## config.mk

```make
export PLATFORM = sky130hd
export DESIGN_NAME = cube_vertex_sequencer
export DESIGN_NICKNAME = d
export VERILOG_FILES = /design/src/rtl/cube_vertex_sequencer.sv
export SDC_FILE = /design/constraint.sdc
export NUM_CORES = 1
export LEC_CHECK = 0
export CORE_MARGIN = 1.5
export CORE_UTILIZATION = 35
export DETAILED_ROUTE_END_ITERATION = 12
export PLACE_DENSITY = 0.62
export REMOVE_ABC_BUFFERS = 1
export SYNTH_ARGS = -nofsm -noshare
export SYNTH_HDL_FRONTEND = slang
export SYNTH_SLANG_ARGS = --single-unit
```

## constraint.sdc

```tcl
create_clock -name clk -period 2.91 [get_ports clk]
set_input_delay 0.7275 -clock clk [delete_from_list [all_inputs] [get_ports clk]]
set_output_delay 0.7275 -clock clk [all_outputs]
set_load 0.01 [all_outputs]
```

## src/rtl/cube_vertex_sequencer.sv

```systemverilog
// Frame-level cube corner sequencer: walks the 8 corners through the transformer and collects
// the projected points into a double-buffered vertex table that swaps atomically at frame end.
module cube_vertex_sequencer #(
  parameter int BOX_SIZE = 600 <<< 3
) (
  input  logic               clk,
  input  logic               rst,
  input  logic               iFrameStart,
  input  logic signed [15:0] iAlpha,
  input  logic signed [15:0] iBeta,
  input  logic signed [15:0] iGamma,
  output logic signed [15:0] oAlpha,
  output logic signed [15:0] oBeta,
  output logic signed [15:0] oGamma,
  output logic               oXformStart,
  output logic signed [15:0] oX,
  output logic signed [15:0] oY,
  output logic signed [15:0] oZ,
  input  logic               iXformDone,
  input  logic signed [15:0] iPX,
  input  logic signed [15:0] iPY,
  input  logic [2:0]         iRdAddr,
  output logic signed [15:0] oRdX,
  output logic signed [15:0] oRdY,
  output logic               oBusy,
  output logic               oFrameDone
);

  localparam logic signed [15:0] H = 16'(BOX_SIZE >>> 1);

  typedef enum logic [1:0] {StIdle, StIssue, StWait, StSwap} state_t;

  state_t             state_q, state_d;
  logic [2:0]         idx_q, idx_d;
  logic               front_q, front_d;
  logic signed [15:0] alpha_q, beta_q, gamma_q;
  logic signed [15:0] bank_x [2][8];
  logic signed [15:0] bank_y [2][8];
  logic               accept;
  logic               capture;
  logic               back_sel;

  assign accept   = (state_q == StIdle) && iFrameStart;
  assign capture  = (state_q == StWait) && iXformDone;
  assign back_sel = ~front_q;

  always_comb begin
    state_d = state_q;
    idx_d   = idx_q;
    front_d = front_q;
    unique case (state_q)
      StIdle: begin
        if (iFrameStart) begin
          idx_d   = 3'd0;
          state_d = StIssue;
        end
      end
      StIssue: state_d = StWait;
      StWait: begin
        if (iXformDone) begin
          if (idx_q == 3'd7) begin
            // Toggling here makes the new frame readable during the SWAP cycle itself.
            front_d = ~front_q;
            state_d = StSwap;
          end else begin
            idx_d   = idx_q + 3'd1;
            state_d = StIssue;
          end
        end
      end
      StSwap:  state_d = StIdle;
      default: state_d = StIdle;
    endcase
  end

  always_ff @(posedge clk) begin
    if (rst) begin
      state_q <= StIdle;
      idx_q   <= 3'd0;
      front_q <= 1'b0;
      alpha_q <= '0;
      beta_q  <= '0;
      gamma_q <= '0;
      for (int b = 0; b < 2; b++) begin
        for (int i = 0; i < 8; i++) begin
          bank_x[b][i] <= '0;
          bank_y[b][i] <= '0;
        end
      end
    end else begin
      state_q <= state_d;
      idx_q   <= idx_d;
      front_q <= front_d;
      if (accept) begin
        alpha_q <= iAlpha;
        beta_q  <= iBeta;
        gamma_q <= iGamma;
      end
      if (capture) begin
        bank_x[back_sel][idx_q] <= iPX;
        bank_y[back_sel][idx_q] <= iPY;
      end
    end
  end

  assign oAlpha      = alpha_q;
  assign oBeta       = beta_q;
  assign oGamma      = gamma_q;
  assign oXformStart = (state_q == StIssue);
  assign oFrameDone  = (state_q == StSwap);
  assign oBusy       = (state_q != StIdle);
  assign oX          = idx_q[0] ? H : -H;
  assign oY          = idx_q[1] ? H : -H;
  assign oZ          = idx_q[2] ? H : -H;
  assign oRdX        = bank_x[front_q][iRdAddr];
  assign oRdY        = bank_y[front_q][iRdAddr];

endmodule

```

# ---- Word-level counts from Yosys, hierarchy flattened
# Memories as Yosys holds them, arrays and structs flattened. A register that Yosys moved wholly into a read port is not among the register bits.
# Index checks and enable logic that the tools add are counted.
dict set report word_totals {
  reg_bits 54
  latch_bits 0
  ram_bits 512
  mem_bits_ro 0
  inputBits 87
  out_inout_bits 131
  wordCells 67
  n_memories 2
}
# name depth word_bits read_ports rd_ports_with_merged_regs wr line_no
set memory_table {}
lappend memory_table {bank_x 2 128 1 1 2 37} ;# logic signed [15:0] bank_x [2][8];
lappend memory_table {bank_y 2 128 1 1 2 38} ;# logic signed [15:0] bank_y [2][8];
dict set report classes {
  addsub 1
  mul 0
  div 0
  order_cmp 3
  n_eq_ne 7
  shifts 0
  mux 34
  bitwise 3
  reduce_logical 11
}
# op n
set op_table {}
lappend op_table {{2-to-1 mux 128 bit} 5}
lappend op_table {{OR reduction 128 bit} 2}
lappend op_table {{2-to-1 mux 16 bit} 8}
lappend op_table {{binary-select mux 16 bit (select 3 bit)} 2}
lappend op_table {{demux 16 bit (select 3 bit)} 1}
lappend op_table {{2-to-1 mux 1 bit} 10}
lappend op_table {{2-to-1 mux 3 bit} 3}
lappend op_table {{>= comparator 4 bit, second input constant} 2}
lappend op_table {{inverter 3 -> 4 bit} 2}
lappend op_table {{one-hot mux 2 bit (4 select lines)} 1}
lappend op_table {{2-to-1 mux 2 bit} 3}
lappend op_table {{!= test 2 bit, second input constant} 3}
lappend op_table {{one-hot mux 3 bit (2 select lines)} 1}
lappend op_table {{equality test 2 bit, second input constant} 2}
lappend op_table {{< comparator 4 x 1 -> 1 bit, second input constant} 1}
lappend op_table {{AND reduction 4 bit} 1}
lappend op_table {{nonzero test 2 bit} 2}
lappend op_table {{adder 3 x 1 -> 3 bit, second input constant} 1}
lappend op_table {{equality test 3 bit, second input constant} 1}
lappend op_table {{logical AND 1 bit} 3}
lappend op_table {{AND reduction 3 bit} 1}
lappend op_table {{equality test 2 x 1 -> 1 bit, second input constant} 1}
lappend op_table {{logical NOT 2 bit} 1}
lappend op_table {{AND reduction 2 bit} 1}
lappend op_table {{inverter 1 bit} 1}

# ---- Depth between registers and ports, before layout
dict set report logic_depth {
  ltp_word 8
  depth_mapped 7
  mapped_depth_nobuf 6
}

# ---- Worst setup path after synthesis
# OpenSTA, ideal clock, no wires.
dict set report synth_path {
  kind {input to register}
  start {input rst}
  end {memory bank_x[1][48] (netlist bit), enable pin}
  setup_time_ps 428
  arrival_time_ps 2673
  required_ps 2482
  path_slack_ps -191
  stages 3
  n_path_buf 1
  cell_sequence {buf_2 > nand3b_1 > o21bai_1}
}
# item line_no
set synth_rtl {}
lappend synth_rtl {{start: declaration} 7} ;# input logic rst,
lappend synth_rtl {{end: declaration} 37}

==> out/results.tsv <==
metric	value	unit
outcome	complete, but fails checks	
violations	negative setup slack	
vias_per_cell	5.15	
clkTransAtPathRegs	0.06	ns
ys_types	32	
cts_tree	yes	
cts_root_buffer	clkbuf_16	
clkSinkCount	567	
grt_remaining_overflow	0	
crit_chain	buf_12 > buf_12 > buf_16 > buf_12 > mux4_2 > a22oi_2 > nand2_1 > buf_2	
finalClockSkew	0.0236	ns
die_h	263	microns
cp_top_family	buffers and inverters	
clock_path_buffers	3	
final.setup.worst_slack	-0.302	ns
end_kind	output port	
maxCapViolations	0	
grt_pass1_vias	14600	
drt_wl_total	65.5	mm
slowest_delay	0.54	ns
h-tree-depth	2	
drv_slew	0	
rsz0062_at_grt	yes	
critPathKind	register to output port	
ys_warn_count	0	
synth_top_area_cell	edfxtp_1	
hold_viol_final	0	
ctsHoldBuffers	0	
grtUsageTotal	0.190	
internal_power	13.6	mW
fp.dieW	263	microns
antenna_found_initial	5	
antenna_left	0	
switchingPower	4.09	mW
slew_headroom	0.524	
clock_power_share	0.402	
pin_count	218	
port_buffers	199	
swShare	0.231	
critPathLaunchType	register	
route.detailed.drc	0	
fin_tns_setup	-6.91	ns
grt_first_pass_wirelength	97.2	mm
setup_viol	32	
arrival	2.48	ns
fin_crit	3.21	ns
start_util	0.353	
via_count	13900	
syn_inst	1501	
cp_num_buf_inv	5	
synth-edff-count	512	
areaGrowthSynthToFinish	26.7	%
grt_max_degree	49	
regArea	16500	sq um
peakVddDrop	0.000489	V
seq_area_frac_synth	0.695	
die_area	69300	sq um
dr.pass1.iters	5	
coreArea	67200	sq um
placed_area	27500	sq um
post_drt_wl_per_cell	24.2	microns
p_leak	10.8	nW
syn_avg_cell_area	15.8	sq um
routabilityCongestion	0.765	
worst_pin_slew	0.712	ns
required	2.18	ns
finalCritPeriodShare	1.10	
synth_top_area_share	0.648	
fin_nets	1872	
holdCritPathClass	register to register	
multi_input_area	6880	sq um
ys_async_sr_fraction	0	
drive_above_1_share	0.265	
pwr-share-seq	0.522	
clk-insertion-delay-late	0.63	ns
design_area	30000	sq um
fmax	311	MHz
row_count	95	
slowest_stage	mux4_2	
netlist_area	23700	sq um
p_per_area	590	nW/um^2
drtIter0Drc	1113	
final.fill_count	5780	
critPathMostFrequentCell	buf_12	
ys_ff_latch	567	
dp_hpwl	40.5	mm
dp_cells	2554	
final_cells	2704	
path_max_fanout	6	
yosys-top-cells-area	edfxtp_1, mux4_2, and2_1	
combPwrFrac	0.076	
cts-buffers-inserted	59	
yosys_most_used_dff	edfxtp_1	
-- tightest hold or removal path, cell delays in order (launching register included) --
cell and delay, ns:
dfxtp_1 0.31, nand2_1 0.05, a21oi_1 0.05
-- per-layer routing --
layer | track usage | up-vias | wire length (microns)
met2 | 0.318 | 567 | 32400
met5 | 0 | - | 47
li1 | - | 6113 | -
met4 | 0.0511 | 8 | 1490
met3 | 0.0463 | 108 | 5550
met1 | 0.246 | 7126 | 26000
-- sequential cells by signal, summed over array words and instances, names as in the netlist, named ones only --
signal / flops
state_q: 2
oBeta: 16
bank_y: 256
bank_x: 256
oAlpha: 16
idx_q: 3
oGamma: 16
front_q: 1
-- layout by cell type (no fill, tap or decap), types with 4 or more instances in the layout --
cell type | synthesis | layout
buf_6 | 0 | 13
clkinv_1 | 0 | 18
a22oi_1 | 64 | 8
nand2_2 | 0 | 4
clkbuf_1 | 49 | 6
clkbuf_16 | 0 | 59
buf_12 | 0 | 51
edfxtp_1 | 512 | 512
buf_4 | 54 | 72
nor2_4 | 6 | 8
buf_2 | 31 | 30
nand2_1 | 169 | 165
conb_1 | 2 | 18
mux4_2 | 128 | 128
and2_1 | 227 | 226
inv_1 | 4 | 4
dfxtp_1 | 55 | 53
clkinv_2 | 0 | 9
nor2_1 | 106 | 104
buf_16 | 0 | 4
a22oi_2 | 0 | 56
a31o_2 | 4 | 4
a21oi_1 | 50 | 50
buf_8 | 0 | 10
clkdlybuf4s50_1 | 0 | 165
or2_2 | 6 | 6
-- layout make-up --
cell class	count	share of cell area
diodes	2	0.000167
clock buffers	65	0.0499
clock inverters	42	0.0102
inverters	4	0.000500
multi-input cells	806	0.229
flip-flops and latches	567	0.549
well taps	873	0.0364
repair buffers	345	0.125
-- power by group through the flow --
| stage | Combinational (mW) | Sequential (mW) | Clock, mW |
|---|---|---|---|
| final | 1.34 | 9.26 | 7.13 |
| after global routing | 1.43 | 9.29 | 7.57 |
| after CTS | 1.34 | 9.27 | 7.26 |
| after detailed placement | 1.34 | 9.44 | 0 |
| after global placement | 1.34 | 9.41 | 0 |
| after floorplan | 0.483 | 9.43 | 0 |
-- worst paths after layout --
kind | start | end | slack [ns] | cells after the start
worst max register to register | state_q[1] | bank_y[1][16] | 0.66 | 5
worst min register to register | oGamma[8] | oGamma[8] | 0.46 | 2
worst max-delay path | register | oRdY[15] | -0.30 | 8
worst min-delay path | oGamma[8] | oGamma[8] | 0.46 | 2
-- what timing repair did --
action,in CTS,in global routing
cloned,8,0
setup buffers,35,7
pin swaps,54,26
resized for setup,199,44
setup endpoints to repair,39,32
-- through the flow --
step / util / hold slack, ns / setup slack (ns) / power, mW
2_1_floorplan: - / 0.474 / -4.07 / 9.91
5_1_grt: 0.447 / 0.476 / -0.394 / 18.3
3_3_place_gp: 0.409 / 0.442 / -0.331 / 10.7
6_report: 0.447 / 0.455 / -0.302 / 17.7
4_1_cts: 0.446 / 0.454 / -0.357 / 17.9
3_5_place_dp: 0.409 / 0.446 / -0.369 / 10.8
-- Yosys cell counts (31+ instances only) --
library cell	count
nand2_1	169
edfxtp_1	512
dfxtp_1	55
buf_2	31
and2_1	227
a22oi_1	64
nor2_1	106
buf_4	54
mux4_2	128
clkbuf_1	49
a21oi_1	50
-- cell families after synthesis --
family	count (synthesis)	share of synthesized area
muxes	131	0.123
buffers and inverters	144	0.0330
adders and majority gates	2	0.00105
AOI/OAI and AO/OA	125	0.0347
xor gates and xnor gates	1	0.000369
DFF	567	0.695
other	2	0.000317
and+or+nand+nor	529	0.113
No activity file was read; power rests on OpenSTA's default activity.
